<file path="config.mk">
export PLATFORM = sky130hd
export DESIGN_NAME = fft_stage_sequencer
export DESIGN_NICKNAME = d
export VERILOG_FILES = /design/src/rtl/fft_pkg.sv /design/src/rtl/fft_addr_gen.sv /design/src/rtl/fft_stage_sequencer.sv
export SDC_FILE = /design/constraint.sdc
export NUM_CORES = 1
export LEC_CHECK = 0
export ABC_AREA = 1
export BUFFER_PORTS_ARGS = -buffer_cell sky130_fd_sc_hd__buf_2
export CAP_MARGIN = 40
export CORE_MARGIN = 1.5
export CORE_UTILIZATION = 35
export CTS_CLUSTER_SIZE = 16
export DETAILED_ROUTE_END_ITERATION = 16
export GPL_ROUTABILITY_DRIVEN = 0
export PLACE_DENSITY_LB_ADDON = 0.25
export SETUP_SLACK_MARGIN = 0.3
export SYNTH_ARGS = -nofsm -noshare
export SYNTH_HDL_FRONTEND = slang
export SYNTH_SLANG_ARGS = --single-unit
</file>
<file path="constraint.sdc">
create_clock -name clk -period 4.3 [get_ports clk]
set_clock_uncertainty 0.15 [all_clocks]
set_input_delay 0.215 -clock clk [delete_from_list [all_inputs] [get_ports clk]]
set_output_delay 0.215 -clock clk [all_outputs]
set_load 0.05 [all_outputs]
</file>
<file path="src/rtl/fft_pkg.sv">
// Shared types and constants for the 128-point radix-2 DIT FFT control path.
package fft_pkg;

    localparam int N          = 128;
    localparam int LOG2N      = 7;
    localparam int BF_LATENCY = 3;
    localparam int STAGE_W    = 3;
    localparam int K_W        = LOG2N - 1;

    typedef logic [LOG2N-1:0]   addr_t;
    typedef logic [LOG2N-2:0]   tw_t;
    typedef logic [K_W-1:0]     k_t;
    typedef logic [STAGE_W-1:0] stage_t;

    typedef enum logic [1:0] {
        IDLE  = 2'd0,
        ISSUE = 2'd1,
        DRAIN = 2'd2,
        DONE  = 2'd3
    } seq_state_e;

    // One slot of the write-back delay line.
    typedef struct packed {
        logic  valid;
        addr_t addr_a;
        addr_t addr_b;
    } wr_slot_t;

endpackage

</file>
<file path="src/rtl/fft_addr_gen.sv">
// Butterfly operand addresses and twiddle index for stage s, butterfly k.
// Purely combinational so the readout path can share it.
module fft_addr_gen
    import fft_pkg::*;
(
    input  logic [STAGE_W-1:0] s,
    input  logic [K_W-1:0]     k,
    output logic [LOG2N-1:0]   addr_a,
    output logic [LOG2N-1:0]   addr_b,
    output logic [LOG2N-2:0]   tw_idx
);

    addr_t half;
    addr_t pos;
    addr_t grp;
    addr_t k_ext;
    logic [STAGE_W:0] s_p1;
    stage_t tw_shift;

    // Insert a zero at bit s of k to get the top operand; twiddle scales pos up to N/2.
    always_comb begin
        k_ext    = addr_t'(k);
        s_p1     = {1'b0, s} + {{STAGE_W{1'b0}}, 1'b1};
        tw_shift = stage_t'(LOG2N - 1) - s;
        half     = addr_t'(1) << s;
        pos      = k_ext & (half - addr_t'(1));
        grp      = k_ext >> s;
        addr_a   = (grp << s_p1) | pos;
        addr_b   = addr_a + half;
        tw_idx   = tw_t'(pos << tw_shift);
    end

endmodule

</file>
<file path="src/rtl/fft_stage_sequencer.sv">
// Stage/butterfly sequencer for the in-place 128-point FFT core.
//
// state | meaning
// IDLE  | waiting for a full sample buffer (start)
// ISSUE | one butterfly read per cycle, k = 0..N/2-1
// DRAIN | BF_LATENCY cycles so the last writes land before the next stage reads
// DONE  | one-cycle done pulse, start ignored
module fft_stage_sequencer #(
    parameter int BF_LATENCY = fft_pkg::BF_LATENCY
) (
    input  logic                     clk,
    input  logic                     n_rst,
    input  logic                     start,
    output logic                     rd_en,
    output logic [fft_pkg::LOG2N-1:0] rd_addr_a,
    output logic [fft_pkg::LOG2N-1:0] rd_addr_b,
    output logic [fft_pkg::LOG2N-2:0] tw_idx,
    output logic                     wr_en,
    output logic [fft_pkg::LOG2N-1:0] wr_addr_a,
    output logic [fft_pkg::LOG2N-1:0] wr_addr_b,
    output logic [2:0]               stage,
    output logic                     busy,
    output logic                     done
);
    import fft_pkg::*;

    localparam int DRAIN_W = (BF_LATENCY > 1) ? $clog2(BF_LATENCY) : 1;
    localparam k_t     K_LAST     = k_t'(N / 2 - 1);
    localparam stage_t STAGE_LAST = stage_t'(LOG2N - 1);

    seq_state_e state_q, state_d;
    k_t         k_q, k_d;
    stage_t     stage_q, stage_d;
    logic [DRAIN_W-1:0] drain_q, drain_d;

    addr_t gen_a;
    addr_t gen_b;
    tw_t   gen_tw;

    wr_slot_t pipe_q [BF_LATENCY];

    fft_addr_gen u_addr_gen (
        .s      (stage_q),
        .k      (k_q),
        .addr_a (gen_a),
        .addr_b (gen_b),
        .tw_idx (gen_tw)
    );

    // State, butterfly counter, drain down-counter and stage register.
    always_ff @(posedge clk or negedge n_rst) begin
        if (!n_rst) begin
            state_q <= IDLE;
            k_q     <= '0;
            stage_q <= '0;
            drain_q <= '0;
        end else begin
            state_q <= state_d;
            k_q     <= k_d;
            stage_q <= stage_d;
            drain_q <= drain_d;
        end
    end

    // Next-state logic and read-side outputs.
    always_comb begin
        state_d   = state_q;
        k_d       = k_q;
        stage_d   = stage_q;
        drain_d   = drain_q;
        rd_en     = 1'b0;
        busy      = 1'b0;
        done      = 1'b0;

        case (state_q)
            IDLE: begin
                if (start) begin
                    state_d = ISSUE;
                    k_d     = '0;
                    stage_d = '0;
                end
            end
            ISSUE: begin
                rd_en = 1'b1;
                busy  = 1'b1;
                if (k_q == K_LAST) begin
                    state_d = DRAIN;
                    k_d     = '0;
                    drain_d = DRAIN_W'(BF_LATENCY - 1);
                end else begin
                    k_d = k_q + 1'b1;
                end
            end
            DRAIN: begin
                busy = 1'b1;
                if (drain_q == '0) begin
                    if (stage_q == STAGE_LAST) begin
                        state_d = DONE;
                    end else begin
                        state_d = ISSUE;
                        stage_d = stage_q + 1'b1;
                    end
                end else begin
                    drain_d = drain_q - 1'b1;
                end
            end
            DONE: begin
                done    = 1'b1;
                state_d = IDLE;
            end
            default: state_d = IDLE;
        endcase

        // Addresses are forced to zero outside ISSUE so idle outputs stay quiet.
        rd_addr_a = rd_en ? gen_a  : '0;
        rd_addr_b = rd_en ? gen_b  : '0;
        tw_idx    = rd_en ? gen_tw : '0;
    end

    // Write-back delay line: read request re-emerges BF_LATENCY cycles later.
    always_ff @(posedge clk or negedge n_rst) begin
        if (!n_rst) begin
            for (int i = 0; i < BF_LATENCY; i++) begin
                pipe_q[i] <= '0;
            end
        end else begin
            pipe_q[0] <= '{valid: rd_en, addr_a: rd_addr_a, addr_b: rd_addr_b};
            for (int i = 1; i < BF_LATENCY; i++) begin
                pipe_q[i] <= pipe_q[i-1];
            end
        end
    end

    // Write-side outputs come straight from the last delay slot.
    always_comb begin
        wr_en     = pipe_q[BF_LATENCY-1].valid;
        wr_addr_a = pipe_q[BF_LATENCY-1].addr_a;
        wr_addr_b = pipe_q[BF_LATENCY-1].addr_b;
        stage     = stage_q;
    end

endmodule

</file>
# Yosys cells after proc, flatten, opt, wreduce, memory -nomap -nowiden
# Index checks and enable logic that the tools add are counted.
# word_totals
ff_bits	58
latchBits	0
ramBits	0
romBits	0
in_bits	3
out_inout_bits	41
n_memories	0
# op_classes
n_addsub	7
multipliers	0
div	0
order_cmp	0
n_eq_ne	10
shift	4
mux	20
n_bitwise	2
n_reduce_logical	10
# ops
op	n
2-to-1 mux 6 bit	3
2-to-1 mux 7 bit	2
one-hot mux 6 bit (2 select lines)	1
2-to-1 mux 2 bit	5
!= test 2 bit (second input constant)	5
2-to-1 mux 3 bit	3
one-hot mux 2 bit (4 select lines)	1
adder 7 bit	1
bitwise AND 6 x 7 -> 7 bit	1
OR 7 bit	1
<< shifter 1 x 3 -> 7 bit (first input constant)	1
<< shifter 7 x 3 -> 6 bit	1
<< shifter 7 x 4 -> 7 bit	1
right shift 6 x 3 -> 7 bit	1
subtractor 7 x 1 -> 7 bit (second input constant)	1
adder 6 x 1 -> 6 bit (second input constant)	1
== test 6 bit (second input constant)	1
one-hot mux 3 bit (2 select lines)	1
AND reduction 3 bit	2
nonzero test 2 bit	3
adder 3 x 1 -> 4 bit (second input constant)	1
== test 2 bit (second input constant)	2
zero test 2 bit	2
one-hot mux 2 bit (2 select lines)	1
9 further kinds	11

# Longest topological paths before layout
# depth
word_depth	6
depth_mapped	22
mapped_depth_nobuf	20

# Hierarchy
# Synthesis repeated with hierarchy kept, for this count alone.
# hier_totals
cells_unflattened	401
area_unflattened_um2	3249.4
# modules_own_cells
mod	instances	cells_each	area_each_um2	seq_area_each_um2
fft_stage_sequencer	1	213	2223.4	1451.4
fft_addr_gen	1	188	1026.0	0.0

# Worst setup path before layout
# OpenSTA, ideal clock, no wires.
# synth_path
path_kind	register to output
startpoint	reg stage_q[0], in the netlist stage[0]
endpoint	out rd_addr_b[6] (netlist name)
t_arrival_ps	3879
setup_slack_ps	56
path_stages_with_launch	22
path_cell_list	dfrtp_1 > buf_6 > inv_4 > buf_2 > ha_1 > clkbuf_1 > inv_1 > nand3_1 > nand2_1 > inv_1 > nand2_1 > nand2_2 > ha_1 > a21o_1 > a31oi_1 > nor2_1 > nor2_1 > nor2_1 > nor2_1 > xor2_1 > nor2_1 > nor2_1
# synth_between
elab_chain_len	6
elab_cells_between_ends	9
classes_between	add/sub: 3; shift: 3; mux: 1; bitwise: 2
# synth_rtl
item	line	text
start: declaration	fft_stage_sequencer.sv:33	stage_t stage_q, stage_d;
start signal: assignment	fft_stage_sequencer.sv:60	stage_q <= stage_d;
<< shifter 1 x 3 -> 7 bit	fft_addr_gen.sv:25	half = addr_t'(1) << s;
subtractor 7 x 1 -> 7 bit	fft_addr_gen.sv:26	pos = k_ext & (half - addr_t'(1));
bitwise AND 6 x 7 -> 7 bit	fft_addr_gen.sv:26	
OR 7 bit	fft_addr_gen.sv:28	addr_a = (grp << s_p1) | pos;
adder 7 bit (*)	fft_addr_gen.sv:29	addr_b = addr_a + half;
2-to-1 mux 7 bit (*)	fft_stage_sequencer.sv:116	rd_addr_b = rd_en ? gen_b : '0;
end: declaration	fft_stage_sequencer.sv:16	output logic [fft_pkg::LOG2N-1:0] rd_addr_b,
# Mark *: on every way between the ends. The rest lies on a longest branch, timed or not.

# Worst setup path after layout
# layout_path
startpoint	reg stage_q[1], in the netlist stage[1]
endpoint	out rd_addr_b[6] (netlist name)
# Same word-level chain as after synthesis.

==> results.cfg <==
[run_status]
status = finished clean

[timing]
maxSlewHeadroom_pct = 53.17
tns_ns = 0
rsz0062_at_grt = no
max_freq_mhz = 263.1
worst_pin_slew_ns = 0.7025
setup_violations = 0
drv_slew = 0
period_share_pct = 88.39
hold_viol = 0
period_minus_slack_ns = 3.801

[worst_hold_path]
min_path_type = primary input to flop

[logic_synthesis]
synthTopCellsByArea = dfrtp_1, ha_1, nand2_1
synth.distinct_cells = 39
synth_top_cell_by_area = dfrtp_1
seq_area_frac_synth_pct = 47.85
synth_top_area_share_pct = 47.85
postSynthNetCount = 371
netlist_area_sq_um = 3033
syn_inst = 348
ys_seq_elements = 58
avgSynthCellArea_sq_um = 8.715
ys_warn_count = 0

[critical_path]
cpPeakStageDelay_ns = 0.45
critPathKind = flop to output port
start_kind = flop
crit_required_ns = 3.93
cp_max_fo = 7
path_cells = clkinv_4 -> ha_1 -> inv_1 -> nor2_4 -> inv_1 -> ha_1 -> or2_1 -> nand3_2 -> nand2_1 -> ha_2 -> a21o_1 -> a31oi_4 -> nor2_1 -> nor2_1 -> nor2_1 -> nor2_2 -> xor2_1 -> nor2_1 -> nor2_4 -> buf_6
crit_family = simple AND/OR/NAND/NOR gates
cp_num_buf_inv = 4
slowest_stage = dfrtp_2
critPathCaptureType = output port
crit_top_cell = nor2_1
arrival_ns = 3.44

[final_layout]
drive_gt1_share_pct = 26.67
antenna_cells = 0
area_growth_pct = 22.03
n_fill_cell = 826
regArea_sq_um = 1454
num-nets-final = 423
multiInputGateArea_sq_um = 1316

[global_routing]
grt_first_pass_wirelength_mm = 10.94
grt.overflow.total = 0
first_global_vias = 2305
grt.total_usage_pct = 15.77
grt_start_max_net_pins = 59
antenna_found_initial = 0

[power_and_ir_drop]
peakVddDrop_mv = 0.4831
pwr_density_cell_nw_per_um2 = 741.2
totalPowerFinal_mw = 2.743
p_leak_nw = 1.950

[floorplan]
start_util_pct = 36.54
fp-row-count = 33
die_y_microns = 96.09
dieArea_sq_um = 9233
pin_count = 44
die_w_microns = 96.09
core_area_sq_um = 8299

[drt]
drc = 0
vias_per_cell = 4.878
wl_per_cell_microns = 13.45
drtAntennaViolNets = 0
dr.pass1.iters = 4
wl_mm = 6.857
vias = 2488
drt_first_iter_violations = 122

[run]
drv_cap = 0

[clock_tree]
ctsHtreeMaxLevel = 3
clk_path_buf_depth = 2
clock_sinks = 58
cts-buffers-inserted = 9
insertion_delay_ns = 0.32
cts_root_buf = clkbuf_8
path_clk_slew_ns = 0.06
cts_tree = yes

[placed_design]
hpwl_mm = 4.894
port_buffers = 43
## repair_timing
action,in CTS,in global routing
setup endpoints to repair,2,2
buffers inserted,2,12
hold buffers,1,0
cloned,0,0
resized for setup,6,17
pin swaps,0,5
endpoints found under the hold margin,58,0
## synth_stat cells (all sizes together)
| cell type | number |
|---|---|
| nand2 | 64 |
| dfrtp | 58 |
| inv | 47 |
| nand3 | 33 |
| nor2 | 26 |
| a21oi | 24 |
| o21ai | 21 |
| ha | 19 |
| buf | 18 |
| nor3 | 6 |
| clkbuf | 5 |
| o22ai | 5 |
| a31oi | 3 |
| o211ai | 3 |
| or2 | 3 |
| xor2 | 3 |
| nand4 | 2 |
| a211oi | 1 |
| a21o | 1 |
| a221oi | 1 |
| and2 | 1 |
| fa | 1 |
| nand3b | 1 |
| o21a | 1 |
| o31ai | 1 |
## cells by family (layout without fill, tap and decap cells)
group | Yosys count | after routing | synth area share, %
xor gates and xnor gates | 3 | 3 | 0.8665
adders and majority gates | 20 | 20 | 8.498
DFF | 58 | 58 | 47.85
and+or+nand+nor | 136 | 136 | 20.17
buffers and inverters | 70 | 127 | 11.22
AOI/OAI and AO/OA | 61 | 61 | 11.39
## sequential cells by signal (all words and copies together) (netlist names)
register and cells:
pipe_q 30, stage 3, wr_en 1, k_q 6, wr_addr_a 7, wr_addr_b 7
state_q 2, drain_q 2
## worst register-to-register path: cells and delay by family, from the launching register on
kind / cells / cell delay (ns)
and+or+nand+nor: 11 / 1.16
adders and majority gates: 3 / 0.58
DFF: 1 / 0.45
AOI/OAI and AO/OA: 2 / 0.34
buffers and inverters: 3 / 0.22
xor gates and xnor gates: 1 / 0.21
## where the power goes
part           leakage [nW]  internal (mW)  switching (mW)
sequential            0.779          0.692          0.0603
combinational          1.05          0.385            1.04
clock                 0.117          0.358           0.202
## area by class of cell
cell class / instances / area share [%]
repair buffers: 64 / 10.24
well taps: 105 / 3.550
clock inverters: 4 / 1.995
clock buffers: 12 / 4.192
multi-input cells: 220 / 35.56
inverters: 47 / 5.172
flip-flops and latches: 58 / 39.28
## path summary, 6_finish.rpt
check	start	to	slack, ns	cells past startpoint
setup / recovery	stage[1]$_DFFE_PN0P_	rd_addr_b[6]	0.50	20
hold / removal	start	k_q[1]$_DFFE_PN0P_	0.1	5
setup reg to reg	stage[1]$_DFFE_PN0P_	pipe_q[36]$_DFF_PN0_	1.09	20
hold reg to reg	pipe_q[33]$_DFF_PN0_	pipe_q[18]$_DFF_PN0_	0.19	0
max in group asynchronous	n_rst	stage[0]$_DFFE_PN0P_	3.09	3
min in group asynchronous	n_rst	wr_addr_b[3]$_DFF_PN0_	0.41	3
## per-stage QoR
step	area [sq um]	hold WS (ns)	std cells	worst slack, ns	util [%]
6_report	3701	0.09932	510	0.4992	44.60
3_3_place_gp	3276	0.1813	479	0.2954	39.47
2_1_floorplan	3040	-0.2306	348	0.3530	-
3_5_place_dp	3276	0.1847	479	0.3257	39.47
4_1_cts	3548	0.08628	498	0.3064	42.76
5_1_grt	3701	0.1629	510	0.2613	44.60
## metal layers
layer / global-route usage, % / routed length [microns] / vias to the layer above / part of all wire (%)
li1: - / - / 1223 / -
met2: 25.12 / 3404 / 68 / 50
met1: 19.85 / 3031 / 1185 / 44
met4: 6.985 / 125 / 0 / 1.8
met5: 0 / 0 / - / 0
met3: 4.423 / 295 / 12 / 4.3
## cell usage in the layout, fill, tap and decap left out, drive strengths merged
master | synthesis | routed
nor3 | 6 | 6
bufinv | 0 | 2
inv | 47 | 46
clkbuf | 5 | 13
dfrtp | 58 | 58
and2 | 1 | 1
a211oi | 1 | 1
nand2 | 64 | 64
o21ai | 21 | 21
fa | 1 | 1
o22ai | 5 | 5
a21oi | 24 | 24
o21a | 1 | 1
dlygate4sd3 | 0 | 1
a21o | 1 | 1
clkinv | 0 | 3
xor2 | 3 | 3
a221oi | 1 | 1
a31oi | 3 | 3
nor2 | 26 | 26
nand3b | 1 | 1
o31ai | 1 | 1
nand3 | 33 | 33
ha | 19 | 19
buf | 18 | 62
or2 | 3 | 3
nand4 | 2 | 2
o211ai | 3 | 3
(Power assumes the default switching activity.)
